File: src/rtl/ifetch_pkg.sv
// ifetch_pkg: shared constants, fetch-entry type and counter sizing for the fetch queue
package ifetch_pkg;
  localparam logic [31:0] NOP_INSTR = 32'h0000_0013;
  typedef struct packed {
    logic [31:0] pc;
    logic [31:0] instr;
  } fetch_entry_t;
  function automatic int cnt_w(input int depth);
    return $clog2(depth) + 1;
  endfunction
endpackage

File: src/rtl/sync_fifo.sv
// sync_fifo: power-of-2 deep synchronous FIFO with flush and occupancy count
module sync_fifo
  import ifetch_pkg::*;
#(
  parameter int DEPTH = 4,
  parameter int DW = 32
) (
  input  logic clk,
  input  logic rst,
  input  logic flush_i,
  input  logic push_i,
  input  logic pop_i,
  input  logic [DW-1:0] wdata_i,
  output logic [DW-1:0] rdata_o,
  output logic [cnt_w(DEPTH)-1:0] cnt_o
);
  localparam int AW = $clog2(DEPTH);
  logic [DW-1:0] mem_q [DEPTH];
  logic [AW-1:0] rd_q, wr_q;
  logic [AW:0] cnt_q;
  always_ff @(posedge clk) begin
    if (rst || flush_i) begin
      rd_q <= '0;
      wr_q <= '0;
      cnt_q <= '0;
    end else begin
      if (push_i) mem_q[wr_q] <= wdata_i;
      wr_q <= wr_q + AW'(push_i);
      rd_q <= rd_q + AW'(pop_i);
      cnt_q <= cnt_q + (AW+1)'(push_i) - (AW+1)'(pop_i);
    end
  end
  assign rdata_o = mem_q[rd_q];
  assign cnt_o = cnt_q;
endmodule

File: src/rtl/ifetch_queue.sv
// ifetch_queue: in-order I-mem request issue, PC tagging and decode buffering with redirect flush.
// Define IFETCH_PERF_EN to add perf_stall_cnt/perf_flush_cnt outputs.
module ifetch_queue
  import ifetch_pkg::*;
#(
  parameter int WIDTH = 32,
  parameter int ILEN = 32,
  parameter int DEPTH = 4
) (
  input  logic clk,
  input  logic rst,
  input  logic [WIDTH-1:0] pc_addr,
  output logic pc_hold,
  input  logic redirect,
  output logic mem_req_valid,
  input  logic mem_req_ready,
  output logic [WIDTH-1:0] mem_req_addr,
  input  logic mem_rsp_valid,
  input  logic [ILEN-1:0] mem_rsp_data,
  output logic dec_valid,
  input  logic dec_ready,
  output logic [ILEN-1:0] dec_instr,
  output logic [WIDTH-1:0] dec_pc
`ifdef IFETCH_PERF_EN
  ,
  output logic [31:0] perf_stall_cnt,
  output logic [31:0] perf_flush_cnt
`endif
);
  localparam int CW = cnt_w(DEPTH);
  typedef struct packed {
    logic [WIDTH-1:0] pc;
    logic [ILEN-1:0] instr;
  } entry_t;
  logic [CW-1:0] inflight_q, inflight_d, drop_q, drop_d, buf_cnt, tag_cnt;
  logic [CW+1:0] reserved;
  logic fire, rsp_ok, rsp_keep, dec_pop;
  logic [WIDTH-1:0] rsp_pc;
  entry_t rsp_entry, head;
  // Every slot that may still land in the buffer (or be dropped) holds a credit
  assign reserved = (CW+2)'(buf_cnt) + (CW+2)'(inflight_q) + (CW+2)'(drop_q);
  assign mem_req_valid = !rst && !redirect && reserved < (CW+2)'(DEPTH);
  assign fire = mem_req_valid && mem_req_ready;
  assign pc_hold = rst || (!fire && !redirect);
  assign mem_req_addr = pc_addr;
  assign rsp_ok = mem_rsp_valid && (inflight_q != '0 || drop_q != '0);
  assign rsp_keep = rsp_ok && drop_q == '0 && !redirect;
  assign rsp_entry = '{pc: rsp_pc, instr: mem_rsp_data};
  assign dec_valid = !rst && !redirect && buf_cnt != '0;
  assign dec_pop = dec_valid && dec_ready;
  assign dec_pc = head.pc;
  assign dec_instr = dec_valid ? head.instr : ILEN'(NOP_INSTR);
  always_comb begin
    inflight_d = redirect ? '0 : inflight_q + CW'(fire) - CW'(rsp_keep);
    drop_d = redirect ? drop_q + inflight_q - CW'(rsp_ok) : drop_q - CW'(rsp_ok && drop_q != '0);
  end
  always_ff @(posedge clk) begin
    if (rst) begin
      inflight_q <= '0;
      drop_q <= '0;
    end else begin
      inflight_q <= inflight_d;
      drop_q <= drop_d;
    end
  end
  // Tag queue survives redirect: dropped responses still need to retire their tags
  sync_fifo #(.DEPTH(DEPTH), .DW(WIDTH)) u_tag (
    .clk(clk), .rst(rst), .flush_i(1'b0), .push_i(fire), .pop_i(rsp_ok),
    .wdata_i(pc_addr), .rdata_o(rsp_pc), .cnt_o(tag_cnt)
  );
  sync_fifo #(.DEPTH(DEPTH), .DW($bits(entry_t))) u_buf (
    .clk(clk), .rst(rst), .flush_i(redirect), .push_i(rsp_keep), .pop_i(dec_pop),
    .wdata_i(rsp_entry), .rdata_o(head), .cnt_o(buf_cnt)
  );
  always_ff @(posedge clk) begin
    if (!rst) begin
      assert (!(mem_rsp_valid && !rsp_ok))
        else $error("ifetch_queue: response with nothing outstanding");
      assert (tag_cnt == inflight_q + drop_q)
        else $error("ifetch_queue: tag queue out of step with counters");
    end
  end
`ifdef IFETCH_PERF_EN
  logic [31:0] stall_q, flush_q;
  always_ff @(posedge clk) begin
    if (rst) begin
      stall_q <= '0;
      flush_q <= '0;
    end else begin
      stall_q <= stall_q + 32'(!redirect && !fire);
      flush_q <= flush_q + 32'(redirect);
    end
  end
  assign perf_stall_cnt = stall_q;
  assign perf_flush_cnt = flush_q;
`endif
endmodule

File: config.mk
export PLATFORM = sky130hd
export DESIGN_NAME = ifetch_queue
export DESIGN_NICKNAME = d
export VERILOG_FILES = /design/src/rtl/ifetch_pkg.sv /design/src/rtl/sync_fifo.sv /design/src/rtl/ifetch_queue.sv
export SDC_FILE = /design/constraint.sdc
export NUM_CORES = 1
export LEC_CHECK = 0
export CORE_AREA = 2 2 171 173
export CTS_CLUSTER_DIAMETER = 150
export DETAILED_ROUTE_END_ITERATION = 10
export DIE_AREA = 0 0 173 175
export HOLD_SLACK_MARGIN = 0.05
export PLACE_DENSITY = 0.75
export SLEW_MARGIN = 20
export SYNTH_ARGS = -nofsm -noshare
export SYNTH_HDL_FRONTEND = slang
export SYNTH_SLANG_ARGS = --single-unit
File: constraint.sdc
create_clock -name clk -period 10.1 [get_ports clk]
set_input_delay 1.515 -clock clk [delete_from_list [all_inputs] [get_ports clk]]
set_output_delay 1.515 -clock clk [all_outputs]
set_load 0.02 [all_outputs]
# ---- Word level (Yosys, flattened, before mapping)
# Memories as Yosys holds them, arrays and structs flattened. A register that Yosys moved wholly into a read port is not among the register bits.
# Index checks and enable logic that the tools add are counted.
dict set report word_totals {
  reg_bits 17
  mem_bits_rw 384
  out_inout_bits 99
  word_cells 54
  n_memories 2
}
# memory depth width read_ports rd_clocked_by_memory_dff wr line_no
set mem_list {}
lappend mem_list {u_buf.mem_q 4 64 1 1 1 sync_fifo.sv:18} ;# logic [DW-1:0] mem_q [DEPTH];
lappend mem_list {u_tag.mem_q 4 32 1 1 1 sync_fifo.sv:18}
dict set report op_classes {
  n_addsub 13
  n_lt_le_gt_ge 1
  muxes 10
  reduce_logical 21
}
# op count
set op_table {}
lappend op_table {{two-way mux 32 bit} 1}
lappend op_table {{subtractor 3 x 1 -> 3 bit} 4}
lappend op_table {{logical AND 1 bit} 10}
lappend op_table {{nonzero test 3 bit} 3}
lappend op_table {{adder 2 x 1 -> 2 bit} 4}
lappend op_table {{adder 3 x 1 -> 3 bit} 2}
lappend op_table {{two-way mux 1 bit} 6}
lappend op_table {{adder 4 x 3 -> 5 bit} 1}
lappend op_table {{< comparator 5 x 3 -> 1 bit, second input constant} 1}
lappend op_table {{adder 3 x 3 -> 4 bit} 1}
lappend op_table {{two-way mux 2 bit} 2}
lappend op_table {{adder 3 bit} 1}
lappend op_table {{logical NOT 1 bit} 3}
lappend op_table {{logical NOT 3 bit} 1}
lappend op_table {{logical OR 1 bit} 3}
lappend op_table {{two-way mux 3 bit} 1}
lappend op_table {{OR reduction 2 bit} 1}

# ---- Longest topological paths before layout
# Gate-level depths: netlist of run 1.
dict set report logic_depth {
  depth_word 8
  depth_mapped 15
}

# ---- Hierarchy
# From an unflattened synthesis of run 1, not the netlist that was laid out.
dict set report unflattened {
  cells_unflattened 701
  area_unflattened_um2 15761.4
}
# module instances cells_per_inst area_per_inst_um2 seq_area_each_um2
set modules_own_cells {}
lappend modules_own_cells {{sync_fifo (u_buf)} 1 365 9653.0 7827.5}
lappend modules_own_cells {{sync_fifo (u_tag)} 1 199 5007.3 3983.8}
lappend modules_own_cells {ifetch_queue 1 137 1101.1 120.1}

# ---- Least setup slack after synthesis of run 1
# Ideal clock, no wire load.
dict set report synth_timing {
  path_kind {input port to flip-flop}
  from {input port redirect}
  to {memory u_buf.mem_q[0][0] (netlist bit), enable pin}
  setup_ns 0.565
  t_arrival_ns 6.429
  t_required_ns 9.535
  setup_slack_ns 3.106
  cell_stages 2
  n_path_buf 0
  path_cell_list {or4_4 nor3_1}
}
dict set report synth_via {
  elab_chain_len 5
  elab_cells_between_ends 6
}
# item line_no
set synth_lines {}
lappend synth_lines {{start: declaration} ifetch_queue.sv:14} ;# input logic redirect,
lappend synth_lines {{logical NOT 1 bit} ifetch_queue.sv:47} ;# assign rsp_keep = rsp_ok && drop_q == '0 && !redirect;
lappend synth_lines {{logical AND 1 bit} ifetch_queue.sv:47}
lappend synth_lines {{two-way mux 1 bit} sync_fifo.sv:27} ;# if (push_i) mem_q[wr_q] <= wdata_i;
lappend synth_lines {{two-way mux 1 bit *} sync_fifo.sv:22} ;# if (rst || flush_i) begin
lappend synth_lines {{two-way mux 1 bit (implied by the code) *} sync_fifo.sv:27}
lappend synth_lines {{end: declaration} sync_fifo.sv:18}
# Mark *: on every way between the ends. The rest lies on a longest branch, timed or not.

# ---- Worst setup path after layout of run 1
dict set report layout_timing {
  from {input port redirect}
  to {output port dec_instr[4]}
}
dict set report layout_via {
  elab_chain_len 4
}
# item line_no
set layout_lines {}
lappend layout_lines {{logical NOT 1 bit} ifetch_queue.sv:49} ;# assign dec_valid = !rst && !redirect && buf_cnt != '0;
lappend layout_lines {{logical AND 1 bit (2 in series)} ifetch_queue.sv:49}
lappend layout_lines {{two-way mux 32 bit} ifetch_queue.sv:52} ;# assign dec_instr = dec_valid ? head.instr : ILEN'(NOP_INSTR);
lappend layout_lines {{end: declaration} ifetch_queue.sv:22} ;# output logic [ILEN-1:0] dec_instr,
# Every way passes these cells.

==> results of run 1 <==
-- kinds of logic (layout without fill, tap and decap cells) --
logic type / Yosys count / in the layout
buffers and inverters: 82 / 270
adder cells (fa/ha/maj): 22 / 22
XOR/XNOR: 11 / 11
flip-flops: 401 / 401
AO/OA/AOI/OAI: 10 / 10
other: 0 / 1
multiplexers: 96 / 96
AND/OR/NAND/NOR: 73 / 73
-- power groups by stage --
stage | logic, uW | clock network, uW | registers, uW
final | 257 | 1360 | 1900
after global routing | 281 | 1450 | 1900
after CTS | 259 | 1390 | 1900
after detailed placement | 256 | 0 | 1930
after global placement | 239 | 0 | 1930
after floorplan | 182 | 0 | 1920
-- cell usage in the layout, fill, tap and decap left out, drive strengths merged, types with 5 or more instances in the layout --
master / Yosys / routed
edfxtp: 384 / 384
clkdlybuf4s50: 0 / 168
mux4: 96 / 96
clkbuf: 16 / 54
nor2b: 33 / 33
inv: 22 / 22
dfxtp: 17 / 17
ha: 16 / 16
nor2: 15 / 15
buf: 44 / 13
clkinv: 0 / 11
xnor2: 10 / 10
fa: 6 / 6
or2: 5 / 5
and2: 5 / 5
-- Yosys cell counts --
library cell                count
sky130_fd_sc_hd__edfxtp_1     384
sky130_fd_sc_hd__mux4_2        96
sky130_fd_sc_hd__buf_4         35
sky130_fd_sc_hd__nor2b_1       33
sky130_fd_sc_hd__inv_1         22
sky130_fd_sc_hd__dfxtp_1       17
sky130_fd_sc_hd__clkbuf_1      16
sky130_fd_sc_hd__ha_1          16
sky130_fd_sc_hd__nor2_1        15
sky130_fd_sc_hd__xnor2_1       10
sky130_fd_sc_hd__buf_2          9
sky130_fd_sc_hd__fa_1           6
sky130_fd_sc_hd__or2_2          5
sky130_fd_sc_hd__and2_1         4
sky130_fd_sc_hd__nor3_1         4
sky130_fd_sc_hd__a211oi_1       2
sky130_fd_sc_hd__a21oi_1        2
sky130_fd_sc_hd__nor3b_2        2
sky130_fd_sc_hd__nor4_1         2
sky130_fd_sc_hd__o31ai_1        2
sky130_fd_sc_hd__a2bb2oi_1      1
sky130_fd_sc_hd__a31oi_1        1
sky130_fd_sc_hd__and2_2         1
sky130_fd_sc_hd__and4_1         1
sky130_fd_sc_hd__nand2_1        1
sky130_fd_sc_hd__nand2b_1       1
sky130_fd_sc_hd__nor3b_1        1
sky130_fd_sc_hd__nor4b_1        1
sky130_fd_sc_hd__o21ai_1        1
sky130_fd_sc_hd__o41ai_1        1
sky130_fd_sc_hd__or3_4          1
sky130_fd_sc_hd__or4_4          1
sky130_fd_sc_hd__xor2_1         1
-- metal layers --
layer | track usage, % | vias to the layer above | share of wire, %
met5 | 0 | - | 0
met4 | 5.83 | 0 | 2.6
met3 | 3.61 | 53 | 5.6
met2 | 32.3 | 249 | 51
met1 | 24.1 | 3636 | 41
li1 | - | 3103 | -
-- stage by stage --
stage               total power [uW]  hold WS (ns)  area (sq um)  worst slack, ns
finish                          3520         0.596         18600             4.79
global route                    3630         0.634         18600             4.65
detailed placement              2190         0.588         17400             4.77
CTS                             3550         0.603         18600             4.77
global placement                2170         0.561         17400             4.84
floorplan                       2100         0.528         15400             3.11
-- state kept, by name, indices dropped and copies added, names as in the netlist --
name	flops
u_buf.wr_q	2
u_tag.rd_q	2
u_buf.cnt_o	3
drop_q	3
u_buf.rd_q	2
u_tag.wr_q	2
u_buf.mem_q	256
inflight_q	3
u_tag.mem_q	128
-- worst max-delay path: stages --
cell                              delay, ns
sky130_fd_sc_hd__clkdlybuf4s50_1       0.60
sky130_fd_sc_hd__nor2_1                0.42
sky130_fd_sc_hd__o31ai_4               0.12
sky130_fd_sc_hd__buf_4                 0.25
sky130_fd_sc_hd__or2_2                 0.34
sky130_fd_sc_hd__clkdlybuf4s50_1       0.54
-- worst paths after layout --
check	end	slack (ns)	depth (start not counted)
max reg2reg	inflight_q[2]$_SDFF_PP0_	6.11	15
min	u_tag.wr_q[1]$_SDFF_PP0_	0.60	2
max	dec_instr[4]	4.79	6
min reg2reg	u_tag.wr_q[1]$_SDFF_PP0_	0.60	2
-- layout make-up --
class,instances,share of cell area (%)
Clock inverter,13,0.572
Timing Repair Buffer,181,9.57
Sequential cell,401,63.9
Clock buffer,54,5.94
Inverter,22,0.444
Antenna cell,1,0.0135
Multi-Input combinational cell,212,16.9
Tap cell,384,2.59
==> tab_implementation.tex, run 1 <==
\begin{tabular}{lr}
\hline
Metric & Value \\
\hline
\multicolumn{2}{l}{\textbf{Status}} \\
\quad Run status & completed \\
\multicolumn{2}{l}{\textbf{Power}} \\
\quad Switch share & 19.9\% \\
\quad Clock Power Share & 38.7\% \\
\quad Sequential cell fraction of total power & 54.0\% \\
\quad Leakage power & 0.00583 uW \\
\quad Pwr dens & 189 nW/um\^{}2 \\
\quad Max IR drop VDD & 0.134 mV \\
\quad Power share of the combinational group & 7.3\% \\
\quad Internal power contribution & 2810 uW \\
\quad Switching Power & 701 uW \\
\multicolumn{2}{l}{\textbf{Layout}} \\
\quad Area taken by multi-input logic gates & 3150 sq um \\
\quad Layout Cells excl Fill & 1,268 \\
\quad Layout Nets & 949 \\
\quad Filler Cell Count & 1,867 \\
\quad Share of final-layout standard cells stronger than drive strength 1 & 20.4\% \\
\quad P\&R area growth vs syn & 20.6\% \\
\quad Utilization of the core after routing & 65.5\% \\
\quad Sequential cell area & 11,900 sq um \\
\multicolumn{2}{l}{\textbf{Clock tree}} \\
\quad Root Buffer & sky130\_fd\_sc\_hd\_\_clkbuf\_16 \\
\quad Total clock sinks & 401 \\
\quad Post-CTS Setup Bufs & 0 \\
\quad Number of buffers inserted by hold repair at cts & 0 \\
\quad Clock latency reported for the late side of the worst-skew pair & 0.51 ns \\
\quad Clock edge transition at the registers on the reported setup and hold paths & 0.06 ns \\
\quad CTS Buffer Depth & 3 \\
\quad Num CTS Buffers & 39 \\
\quad CTS tree & yes \\
\quad Count of cells resized by post-cts repair & 0 \\
\quad H-tree depth reported by CTS & 2 \\
\multicolumn{2}{l}{\textbf{Setup path}} \\
\quad Crit path DAT & 3.80 ns \\
\quad Required time at the endpoint of the critical path & 8.59 ns \\
\quad Crit-path max FO & 34 \\
\quad Crit Path Class & in2out \\
\quad CP startpoint & redirect \\
\quad Nature of the critical path endpoint & output pin \\
\quad Critical path startpoint category & primary input \\
\quad R2R Path Start & inflight\_q[1]\$\_SDFF\_PP0\_ \\
\multicolumn{2}{l}{\textbf{Synth}} \\
\quad Proportion of synthesized area in mux cells & 14.0\% \\
\quad Area share of the largest cell type after synthesis & 74.8\% \\
\quad Simple-gate area share of the yosys netlist & 2.87\% \\
\quad Yosys cell types & 33 \\
\quad Main combinational cell family by area after synthesis & multiplexers \\
\quad Biggest area consumer among synthesized cells & sky130\_fd\_sc\_hd\_\_edfxtp\_1 \\
\quad Synth top area cells & sky130\_fd\_sc\_hd\_\_edfxtp\_1 (75\%), sky130\_fd\_sc\_hd\_\_mux4\_2 (14\%), sky130\_fd\_sc\_hd\_\_dfxtp\_1 (2.2\%) \\
\quad Average cell area after synthesis & 22.2 sq um \\
\quad Synthesis-stage register bit count & 401 \\
\quad Mapped Cells & 695 \\
\quad Share of synthesized cell area in full adder, half adder and majority cells & 2.08\% \\
\quad Compound-cell area share of the yosys netlist & 0.447\% \\
\quad Sequential-to-total area share from yosys stat & 77.0\% \\
\quad Post-Synth XOR/XNOR Area & 0.625\% \\
\quad Number of nets produced by synthesis & 787 \\
\quad Mapped Area & 15,400 sq um \\
\quad Warning count from the yosys run & 0 \\
\multicolumn{2}{l}{\textbf{STA}} \\
\quad Sum of negative setup slack & 0 ns \\
\quad Count of endpoints failing hold in the final timing report & 0 \\
\quad Setup repair after global routing missed its margin & no \\
\quad Count of final setup violators & 0 \\
\quad Slew Viols, Final & 0 \\
\quad Highest attainable clock frequency & 0.188 GHz \\
\quad Ratio of final minimum period to clock period & 52.6\% \\
\quad Skew final & 0.0106 ns \\
\quad Post-layout minimum cycle time & 5.31 ns \\
\quad Slew HR & 30.8\% \\
\quad Transition time at the pin with the least slew margin & 1.04 ns \\
\multicolumn{2}{l}{\textbf{Die}} \\
\quad Die W & 173 um \\
\quad Height of the die & 175 um \\
\quad DIE AREA & 30,300 sq um \\
\quad Number of rows in the core area & 62 \\
\quad Total core area & 28,400 sq um \\
\quad Initial cell density of the core & 54.3\% \\
\quad Number of top-level pins & 169 \\
\multicolumn{2}{l}{\textbf{Global routing}} \\
\quad GRT Overall Usage & 18.6\% \\
\quad Antenna violations before repair & 0 \\
\quad Vias in the first global route & 7,638 \\
\quad Total global routing overflow & 0 \\
\quad First-pass GRT wire length & 43,000 um \\
\quad Largest net degree at the start of global routing & 66 \\
\multicolumn{2}{l}{\textbf{Route}} \\
\quad Vias post-DR & 7,041 \\
\quad DR pass1 iterations & 4 \\
\quad Post-detailed-routing wire length & 27,900 um \\
\quad Initial drt markers & 635 \\
\quad Post-detailed-route via-to-cell ratio & 5.55 \\
\quad Final ANT Viol Nets & 0 \\
\quad Routed length per placed instance & 22.0 um \\
\quad DRC violations left & 0 \\
\multicolumn{2}{l}{\textbf{Min path}} \\
\quad Worst hold path startpoint & u\_tag.wr\_q[1]\$\_SDFF\_PP0\_ \\
\quad Worst hold-check path type & reg2reg \\
\multicolumn{2}{l}{\textbf{Placement}} \\
\quad PortBufs & 168 \\
\quad DP HPWL & 16,900 um \\
\quad Weighted congestion at the end of routability-driven global placement & 0.806 \\
\quad Dpl cells & 1,200 \\
\multicolumn{2}{l}{\textbf{Flow run}} \\
\quad Max-cap violations & 0 \\
\hline
\end{tabular}
(Power assumes the default switching activity.)
==> inputs of run 2 (changes only) <==
--- a/config.mk
+++ b/config.mk
@@ -5,12 +5,12 @@
 export SDC_FILE = /design/constraint.sdc
 export NUM_CORES = 1
 export LEC_CHECK = 0
-export CORE_AREA = 2 2 171 173
+export CORE_AREA = 2 2 177 179
 export CTS_CLUSTER_DIAMETER = 150
 export DETAILED_ROUTE_END_ITERATION = 10
-export DIE_AREA = 0 0 173 175
+export DIE_AREA = 0 0 179 181
 export HOLD_SLACK_MARGIN = 0.05
-export PLACE_DENSITY = 0.75
+export PLACE_DENSITY = 0.74
 export SLEW_MARGIN = 20
 export SYNTH_ARGS = -nofsm -noshare
 export SYNTH_HDL_FRONTEND = slang
==> constraint.sdc (replaced) <==
create_clock -name clk -period 4.65 [get_ports clk]
set_input_delay 0.6975 -clock clk [delete_from_list [all_inputs] [get_ports clk]]
set_output_delay 0.6975 -clock clk [all_outputs]
set_load 0.02 [all_outputs]
==> tab_implementation.tex, run 2 (synthesized netlist as in run 1, its figures left out) <==
\begin{tabular}{lr}
\hline
Metric & Value \\
\hline
\multicolumn{2}{l}{\textbf{Status}} \\
\quad Run status & completed (unchanged) \\
\multicolumn{2}{l}{\textbf{Setup path}} \\
\quad FF-to-FF setup slack & 0.81 ns (was 6.11 ns) \\
\quad Number of cells on the critical path & 8 (was 6) \\
\quad Critical path startpoint category & flop (was primary input) \\
\quad Nature of the critical path endpoint & output pin (unchanged) \\
\quad R2R Path Start & inflight\_q[1]\$\_SDFF\_PP0\_ (unchanged) \\
\quad Crit-path max FO & 8 (was 34) \\
\quad Slowest stage delay, CP & 0.62 ns (was 0.60 ns) \\
\quad Crit Path Class & reg2out (was in2out) \\
\quad Critical Path End & pc\_hold (was dec\_instr[4]) \\
\quad Standard cell with the maximum stage delay on the critical path & sky130\_fd\_sc\_hd\_\_clkdlybuf4s50\_1 (unchanged) \\
\quad Cell chain of the critical path & inv\_1, fa\_1, nor2\_1, fa\_1, nor3b\_1, o21ai\_2, a2bb2oi\_1, clkdlybuf4s50\_1 (was clkdlybuf4s50\_1, nor2\_1, o31ai\_4, buf\_4, or2\_2, clkdlybuf4s50\_1) \\
\quad Crit path DAT & 3.57 ns (was 3.80 ns) \\
\quad Required time at the endpoint of the critical path & 3.95 ns (was 8.59 ns) \\
\quad CP startpoint & inflight\_q[1]\$\_SDFF\_PP0\_ (was redirect) \\
\quad Worst R2R Path Depth & 15 (unchanged) \\
\quad Number of buffers and inverters on the critical path & 2 (was 3) \\
\quad Family with the most delay on the worst path & adder cells (was buffers and inverters) \\
\quad Capture point of the worst reg-to-reg path & inflight\_q[2]\$\_SDFF\_PP0\_ (unchanged) \\
\quad Most frequent CP cell & sky130\_fd\_sc\_hd\_\_fa\_1 (was sky130\_fd\_sc\_hd\_\_clkdlybuf4s50\_1) \\
\multicolumn{2}{l}{\textbf{Global routing}} \\
\quad Vias in the first global route & 7,586 (was 7,638) \\
\quad GRT Overall Usage & 17.8\% (was 18.6\%) \\
\quad Largest net degree at the start of global routing & 65 (was 66) \\
\quad Antenna violations before repair & 2 (was 0) \\
\quad Total global routing overflow & 0 (unchanged) \\
\quad First-pass GRT wire length & 43,300 um (was 43,000 um) \\
\multicolumn{2}{l}{\textbf{Power}} \\
\quad Power share of the combinational group & 7.2\% (was 7.3\%) \\
\quad Switch share & 20.3\% (was 19.9\%) \\
\quad Internal power contribution & 6000 uW (was 2810 uW) \\
\quad Pwr dens & 404 nW/um\^{}2 (was 189 nW/um\^{}2) \\
\quad Sequential cell fraction of total power & 54.9\% (was 54.0\%) \\
\quad Clock Power Share & 37.9\% (was 38.7\%) \\
\quad Leakage power & 0.00582 uW (was 0.00583 uW) \\
\quad Max IR drop VDD & 0.302 mV (was 0.134 mV) \\
\quad Switching Power & 1530 uW (was 701 uW) \\
\multicolumn{2}{l}{\textbf{Die}} \\
\quad Total core area & 30,300 sq um (was 28,400 sq um) \\
\quad Height of the die & 181 um (was 175 um) \\
\quad Number of top-level pins & 169 (unchanged) \\
\quad Number of rows in the core area & 64 (was 62) \\
\quad DIE AREA & 32,400 sq um (was 30,300 sq um) \\
\quad Initial cell density of the core & 50.8\% (was 54.3\%) \\
\quad Die W & 179 um (was 173 um) \\
\multicolumn{2}{l}{\textbf{Layout}} \\
\quad Leading cell type in the layout, fill and taps excluded & sky130\_fd\_sc\_hd\_\_edfxtp\_1 (unchanged) \\
\quad Sequential cell area & 11,900 sq um (unchanged) \\
\quad Final Instance Area & 18,600 sq um (about the same) \\
\quad Area taken by multi-input logic gates & 3170 sq um (was 3150 sq um) \\
\quad Layout Nets & 953 (was 949) \\
\quad Flip-flop count of the largest register, all copies and words added & 256 (unchanged) \\
\quad Share of final-layout standard cells stronger than drive strength 1 & 20.5\% (was 20.4\%) \\
\quad Filler Cell Count & 2,133 (was 1,867) \\
\quad Commonest cells after routing, fill and taps aside & sky130\_fd\_sc\_hd\_\_edfxtp\_1 (384), sky130\_fd\_sc\_hd\_\_clkdlybuf4s50\_1 (168), sky130\_fd\_sc\_hd\_\_mux4\_2 (96) (unchanged) \\
\quad P\&R area growth vs syn & 20.9\% (was 20.6\%) \\
\quad Largest Register & u\_buf.mem\_q (unchanged) \\
\quad Registers with the most flip-flops & u\_buf.mem\_q (256), u\_tag.mem\_q (128) (unchanged) \\
\quad Utilization of the core after routing & 61.4\% (was 65.5\%) \\
\multicolumn{2}{l}{\textbf{Route}} \\
\quad DR pass1 iterations & 5 (was 4) \\
\quad Post-detailed-route via-to-cell ratio & 5.52 (was 5.55) \\
\quad DRC violations left & 0 (unchanged) \\
\quad Initial drt markers & 571 (was 635) \\
\quad Final ANT Viol Nets & 0 (unchanged) \\
\quad Vias post-DR & 7,065 (was 7,041) \\
\quad Post-detailed-routing wire length & 28,100 um (was 27,900 um) \\
\quad Routed length per placed instance & 22.0 um (about the same) \\
\multicolumn{2}{l}{\textbf{STA}} \\
\quad Count of endpoints failing hold in the final timing report & 0 (unchanged) \\
\quad Post-layout minimum cycle time & 4.27 ns \\
\quad Ratio of final minimum period to clock period & 91.8\% \\
\quad Count of final setup violators & 0 (unchanged) \\
\quad Sum of negative setup slack & 0 ns (unchanged) \\
\quad Transition time at the pin with the least slew margin & 0.993 ns (was 1.04 ns) \\
\quad Slew Viols, Final & 0 (unchanged) \\
\quad Slew HR & 33.8\% (was 30.8\%) \\
\quad Highest attainable clock frequency & 0.234 GHz \\
\quad Skew final & 0.0139 ns (was 0.0106 ns) \\
\quad Setup repair after global routing missed its margin & no (unchanged) \\
\multicolumn{2}{l}{\textbf{Clock tree}} \\
\quad Total clock sinks & 401 (unchanged) \\
\quad Root Buffer & sky130\_fd\_sc\_hd\_\_clkbuf\_16 (unchanged) \\
\quad CTS Buffer Depth & 3 (unchanged) \\
\quad Clock edge transition at the registers on the reported setup and hold paths & 0.06 ns (about the same) \\
\quad CTS tree & yes (unchanged) \\
\quad H-tree depth reported by CTS & 2 (unchanged) \\
\quad Num CTS Buffers & 40 (was 39) \\
\quad Clock latency reported for the late side of the worst-skew pair & 0.51 ns (about the same) \\
\quad Post-CTS Setup Bufs & 0 (unchanged) \\
\multicolumn{2}{l}{\textbf{Placement}} \\
\quad PortBufs & 168 (unchanged) \\
\quad Total placed instance area & 17,500 sq um (was 17,400 sq um) \\
\quad DP HPWL & 16,400 um (was 16,900 um) \\
\quad Weighted congestion at the end of routability-driven global placement & 0.795 (was 0.806) \\
\multicolumn{2}{l}{\textbf{Min path}} \\
\quad Worst hold-check path type & reg2reg (unchanged) \\
\quad Worst hold path startpoint & u\_tag.wr\_q[1]\$\_SDFF\_PP0\_ (unchanged) \\
\multicolumn{2}{l}{\textbf{Flow run}} \\
\quad Max-cap violations & 0 (unchanged) \\
\hline
\end{tabular}
run 2: changes by cell type in the layout (fill, tap and decap cells not counted), sizes merged:
cell,previous run,this run
buf,13,16
clkinvlp,0,1
diode,1,2
clkinv,11,13
clkbuf,54,48
bufinv,2,1
run 2: power by group through the flow:
stage	combinational [uW]	sequential, uW	clock (uW)
floorplan	395	4160	0
global placement	520	4210	0
detailed placement	542	4210	0
CTS	546	4130	2920
global route	594	4140	3070
finish	541	4130	2860
run 2: tightest hold or removal path: stages, from the launching register on:
cell and delay, ns:
sky130_fd_sc_hd__dfxtp_1 0.36, sky130_fd_sc_hd__xnor2_1 0.15, sky130_fd_sc_hd__nor2_1 0.04
run 2: how the worst min path moves through the flow:
stage / slack, ns / endpoint / cells after the start
6_report: 0.59 / u_tag.wr_q[1]$_SDFF_PP0_ / 2
2_1_floorplan: 0.53 / u_tag.wr_q[1]$_SDFF_PP0_ / 2
3_3_place_gp: 0.59 / u_tag.wr_q[1]$_SDFF_PP0_ / 2
4_1_cts: 0.60 / u_tag.wr_q[1]$_SDFF_PP0_ / 2
3_5_place_dp: 0.59 / u_tag.wr_q[1]$_SDFF_PP0_ / 2
5_1_grt: 0.64 / u_tag.wr_q[1]$_SDFF_PP0_ / 2
run 2: layer usage:
layer	track usage (%)	part of all wire, %	routed length (um)	vias to the layer above
li1	-	-	-	3120
met1	23.6	40	11300	3655
met2	29.5	50	14000	240
met3	4.88	8.4	2360	48
met4	4.20	1.6	452	2
met5	0	0.057	16	-
run 2: stage by stage:
step	std cells	setup WS, ns	power, uW	hold WS [ns]
after floorplan	695	-0.919	4560	0.528
after CTS	1278	0.168	7610	0.598
after global routing	1279	0.178	7800	0.635
final	1280	0.380	7530	0.592
after detailed placement	1215	0.715	4750	0.590
after global placement	1215	0.771	4730	0.585
run 2: what timing repair did:
item,CTS,global route
setup endpoints to repair,0,1
hold buffers,0,0
gates resized for setup,0,1
run 2: area by class of cell:
cell class,instances,share of cell area [%]
diodes,2,0.0269
repair buffers,184,10.0
clock buffers,48,5.65
multi-input cells,212,17.0
well taps,396,2.66
flip-flops and latches,401,63.7
inverters,22,0.443
clock inverters,15,0.490
==> inputs of run 3 (changes only) <==
--- a/config.mk
+++ b/config.mk
@@ -5,6 +5,7 @@
 export SDC_FILE = /design/constraint.sdc
 export NUM_CORES = 1
 export LEC_CHECK = 0
+export CAP_MARGIN = 20
 export CORE_AREA = 2 2 177 179
 export CTS_CLUSTER_DIAMETER = 150
 export DETAILED_ROUTE_END_ITERATION = 10
@@ -15,3 +16,4 @@
 export SYNTH_ARGS = -nofsm -noshare
 export SYNTH_HDL_FRONTEND = slang
 export SYNTH_SLANG_ARGS = --single-unit
+export TNS_END_PERCENT = 10
==> tab_implementation.tex, run 3 (synthesized netlist as in run 1, its figures left out) <==
\begin{tabular}{lr}
\hline
Metric & Value \\
\hline
\multicolumn{2}{l}{\textbf{Layout}} \\
\quad Commonest cells after routing, fill and taps aside & sky130\_fd\_sc\_hd\_\_edfxtp\_1 (384), sky130\_fd\_sc\_hd\_\_clkdlybuf4s50\_1 (168), sky130\_fd\_sc\_hd\_\_mux4\_2 (96) (unchanged) \\
\quad Share of final-layout standard cells stronger than drive strength 1 & 21.5\% (was 20.5\%) \\
\quad Ant diodes & 0 (was 2) \\
\quad Leading cell type in the layout, fill and taps excluded & sky130\_fd\_sc\_hd\_\_edfxtp\_1 (unchanged) \\
\quad Final Instance Area & 18,700 sq um (was 18,600 sq um) \\
\quad Layout Nets & 955 (was 953) \\
\quad Largest Register & u\_buf.mem\_q (unchanged) \\
\quad P\&R area growth vs syn & 21.6\% (was 20.9\%) \\
\quad Flip-flop count of the largest register, all copies and words added & 256 (unchanged) \\
\quad Registers with the most flip-flops & u\_buf.mem\_q (256), u\_tag.mem\_q (128) (unchanged) \\
\quad Layout Cells excl Fill & 1,291 (was 1,280) \\
\multicolumn{2}{l}{\textbf{Min path}} \\
\quad Hold worst-path end & u\_tag.wr\_q[1]\$\_SDFF\_PP0\_ (unchanged) \\
\quad Hold Path Cell Cnt & 2 (unchanged) \\
\quad Worst hold path startpoint & u\_tag.wr\_q[1]\$\_SDFF\_PP0\_ (unchanged) \\
\quad Worst hold-check path type & reg2reg (unchanged) \\
\multicolumn{2}{l}{\textbf{STA}} \\
\quad Count of endpoints failing hold in the final timing report & 0 (unchanged) \\
\quad Count of final setup violators & 0 (unchanged) \\
\quad Post-layout minimum cycle time & 4.43 ns (was 4.27 ns) \\
\quad Skew final & 0.0151 ns (was 0.0139 ns) \\
\quad Hold WS & 0.586 ns (was 0.592 ns) \\
\quad Highest attainable clock frequency & 0.226 GHz (was 0.234 GHz) \\
\quad Minimum setup slack in the final design & 0.218 ns (was 0.380 ns) \\
\quad Transition time at the pin with the least slew margin & 1.02 ns (was 0.993 ns) \\
\quad Slew HR & 31.8\% (was 33.8\%) \\
\quad Ratio of final minimum period to clock period & 95.3\% (was 91.8\%) \\
\quad Setup repair after global routing missed its margin & no (unchanged) \\
\quad Slew Viols, Final & 0 (unchanged) \\
\multicolumn{2}{l}{\textbf{Setup path}} \\
\quad Capture point of the worst reg-to-reg path & inflight\_q[2]\$\_SDFF\_PP0\_ (unchanged) \\
\quad Crit path DAT & 3.73 ns (was 3.57 ns) \\
\quad Nature of the critical path endpoint & output pin (unchanged) \\
\quad Cell chain of the critical path & inv\_1, fa\_1, nor2\_1, fa\_1, nor3b\_1, o21ai\_1, a2bb2oi\_1, clkdlybuf4s50\_1 (was inv\_1, fa\_1, nor2\_1, fa\_1, nor3b\_1, o21ai\_2, a2bb2oi\_1, clkdlybuf4s50\_1) \\
\quad R2R Path Start & inflight\_q[1]\$\_SDFF\_PP0\_ (unchanged) \\
\quad Worst R2R Path Depth & 15 (unchanged) \\
\quad Crit-path max FO & 8 (unchanged) \\
\quad Critical path startpoint category & flop (unchanged) \\
\quad Slowest stage delay, CP & 0.62 ns (about the same) \\
\quad FF-to-FF setup slack & 0.75 ns (was 0.81 ns) \\
\quad Crit Path Class & reg2out (unchanged) \\
\quad Most frequent CP cell & sky130\_fd\_sc\_hd\_\_fa\_1 (unchanged) \\
\quad Standard cell with the maximum stage delay on the critical path & sky130\_fd\_sc\_hd\_\_clkdlybuf4s50\_1 (unchanged) \\
\quad Required time at the endpoint of the critical path & 3.95 ns (about the same) \\
\multicolumn{2}{l}{\textbf{Route}} \\
\quad Post-detailed-routing wire length & 28,000 um (was 28,100 um) \\
\quad DRC violations left & 0 (unchanged) \\
\quad Initial drt markers & 493 (was 571) \\
\quad DR pass1 iterations & 7 (was 5) \\
\quad Post-detailed-route via-to-cell ratio & 5.44 (was 5.52) \\
\quad Final ANT Viol Nets & 0 (unchanged) \\
\quad Routed length per placed instance & 21.7 um (was 22.0 um) \\
\quad Vias post-DR & 7,024 (was 7,065) \\
\multicolumn{2}{l}{\textbf{Placement}} \\
\quad Worst slack after detailed placement & 0.788 ns (was 0.715 ns) \\
\quad Weighted congestion at the end of routability-driven global placement & 0.786 (was 0.795) \\
\quad PortBufs & 168 (unchanged) \\
\quad Total placed instance area & 17,400 sq um (was 17,500 sq um) \\
\quad DP HPWL & 16,500 um (was 16,400 um) \\
\quad Dpl cells & 1,217 (was 1,215) \\
\multicolumn{2}{l}{\textbf{Power}} \\
\quad Pwr dens & 417 nW/um\^{}2 (was 404 nW/um\^{}2) \\
\quad Leakage power & 0.00589 uW (was 0.00582 uW) \\
\quad Max IR drop VDD & 0.351 mV (was 0.302 mV) \\
\multicolumn{2}{l}{\textbf{Clock tree}} \\
\quad Count of cells resized by post-cts repair & 0 (unchanged) \\
\quad Clock latency reported for the late side of the worst-skew pair & 0.52 ns (was 0.51 ns) \\
\quad Total clock sinks & 401 (unchanged) \\
\quad Num CTS Buffers & 40 (unchanged) \\
\quad CTS tree & yes (unchanged) \\
\quad H-tree depth reported by CTS & 2 (unchanged) \\
\quad Clock edge transition at the registers on the reported setup and hold paths & 0.06 ns (about the same) \\
\quad Root Buffer & sky130\_fd\_sc\_hd\_\_clkbuf\_16 (unchanged) \\
\quad CTS Buffer Depth & 3 (unchanged) \\
\quad Number of buffers inserted by hold repair at cts & 0 (unchanged) \\
\quad Post-CTS Setup Bufs & 0 (unchanged) \\
\multicolumn{2}{l}{\textbf{Global routing}} \\
\quad Total global routing overflow & 0 (unchanged) \\
\quad Vias in the first global route & 7,407 (was 7,586) \\
\quad Antenna violations before repair & 1 (was 2) \\
\quad Largest net degree at the start of global routing & 49 (was 65) \\
\quad First-pass GRT wire length & 42,600 um (was 43,300 um) \\
\quad GRT Overall Usage & 17.6\% (was 17.8\%) \\
\multicolumn{2}{l}{\textbf{Status}} \\
\quad Run status & completed (unchanged) \\
\multicolumn{2}{l}{\textbf{Die}} \\
\quad Number of rows in the core area & 64 (unchanged) \\
\quad Height of the die & 181 um (unchanged) \\
\quad Number of top-level pins & 169 (unchanged) \\
\quad Die W & 179 um (unchanged) \\
\quad Total core area & 30,300 sq um (unchanged) \\
\quad DIE AREA & 32,400 sq um (unchanged) \\
\quad Initial cell density of the core & 50.8\% (unchanged) \\
\multicolumn{2}{l}{\textbf{Flow run}} \\
\quad Max-cap violations & 0 (unchanged) \\
\hline
\end{tabular}
-- run 3: changes by cell type in the layout (fill, tap and decap cells not counted), moves of 2 or more --
cell	previous run	this run
sky130_fd_sc_hd__bufinv_16	1	4
sky130_fd_sc_hd__clkinv_1	9	11
sky130_fd_sc_hd__diode_2	2	0
sky130_fd_sc_hd__clkbuf_8	0	2
sky130_fd_sc_hd__inv_6	0	2
sky130_fd_sc_hd__buf_12	5	1
sky130_fd_sc_hd__buf_4	11	17
-- run 3: area by class of cell --
cell class	count	area (sq um)
clock buffers	49	1080
repair buffers	186	1830
multi-input cells	212	3150
clock inverters	25	228
flip-flops and latches	401	11900
inverters	22	82.6
well taps	396	495
fillers	2074	11600
-- run 3: layer usage --
metal | track usage (%) | vias up | wire length [um]
li1 | - | 3133 | -
met1 | 23.8 | 3603 | 11600
met2 | 29.2 | 236 | 13800
met3 | 3.89 | 50 | 1860
met4 | 4.85 | 2 | 681
met5 | 0 | - | 13
-- run 3: stage by stage --
stage | utilization (%) | power, uW | setup TNS, ns
2_1_floorplan | - | 4560 | -96.04
3_3_place_gp | 57.5 | 4730 | 0
3_5_place_dp | 57.5 | 4760 | 0
4_1_cts | 61.8 | 7900 | 0
5_1_grt | 61.8 | 8070 | 0
6_report | 61.8 | 7810 | 0
-- run 3: worst max-delay path, delay by kind of cell, from the launching register on --
kind,cells,cell delay [ns]
adders and majority gates,2,1.02
AOI/OAI and AO/OA,2,0.81
and+or+nand+nor,2,0.25
DFF,1,0.41
buffers and inverters,2,0.73
-- run 3: where the power goes --
group | switching, uW | total [uW] | leakage [uW] | internal [uW]
logic | 252 | 533 | 0.00166 | 282
clock network | 1270 | 3140 | 0.000634 | 1870
registers | 66.6 | 4140 | 0.00360 | 4070
total | 1590 | 7810 | 0.00589 | 6220
-- run 3: worst max-delay path by stage --
stage,startpoint,to,cells past startpoint
6_report,inflight_q[1]$_SDFF_PP0_,pc_hold,8
5_1_grt,inflight_q[1]$_SDFF_PP0_,pc_hold,8
4_1_cts,inflight_q[1]$_SDFF_PP0_,pc_hold,8
3_3_place_gp,inflight_q[1]$_SDFF_PP0_,pc_hold,8
2_1_floorplan,inflight_q[1]$_SDFF_PP0_,u_tag.mem_q[2][0]$_DFFE_PP_,7
3_5_place_dp,inflight_q[1]$_SDFF_PP0_,inflight_q[2]$_SDFF_PP0_,15
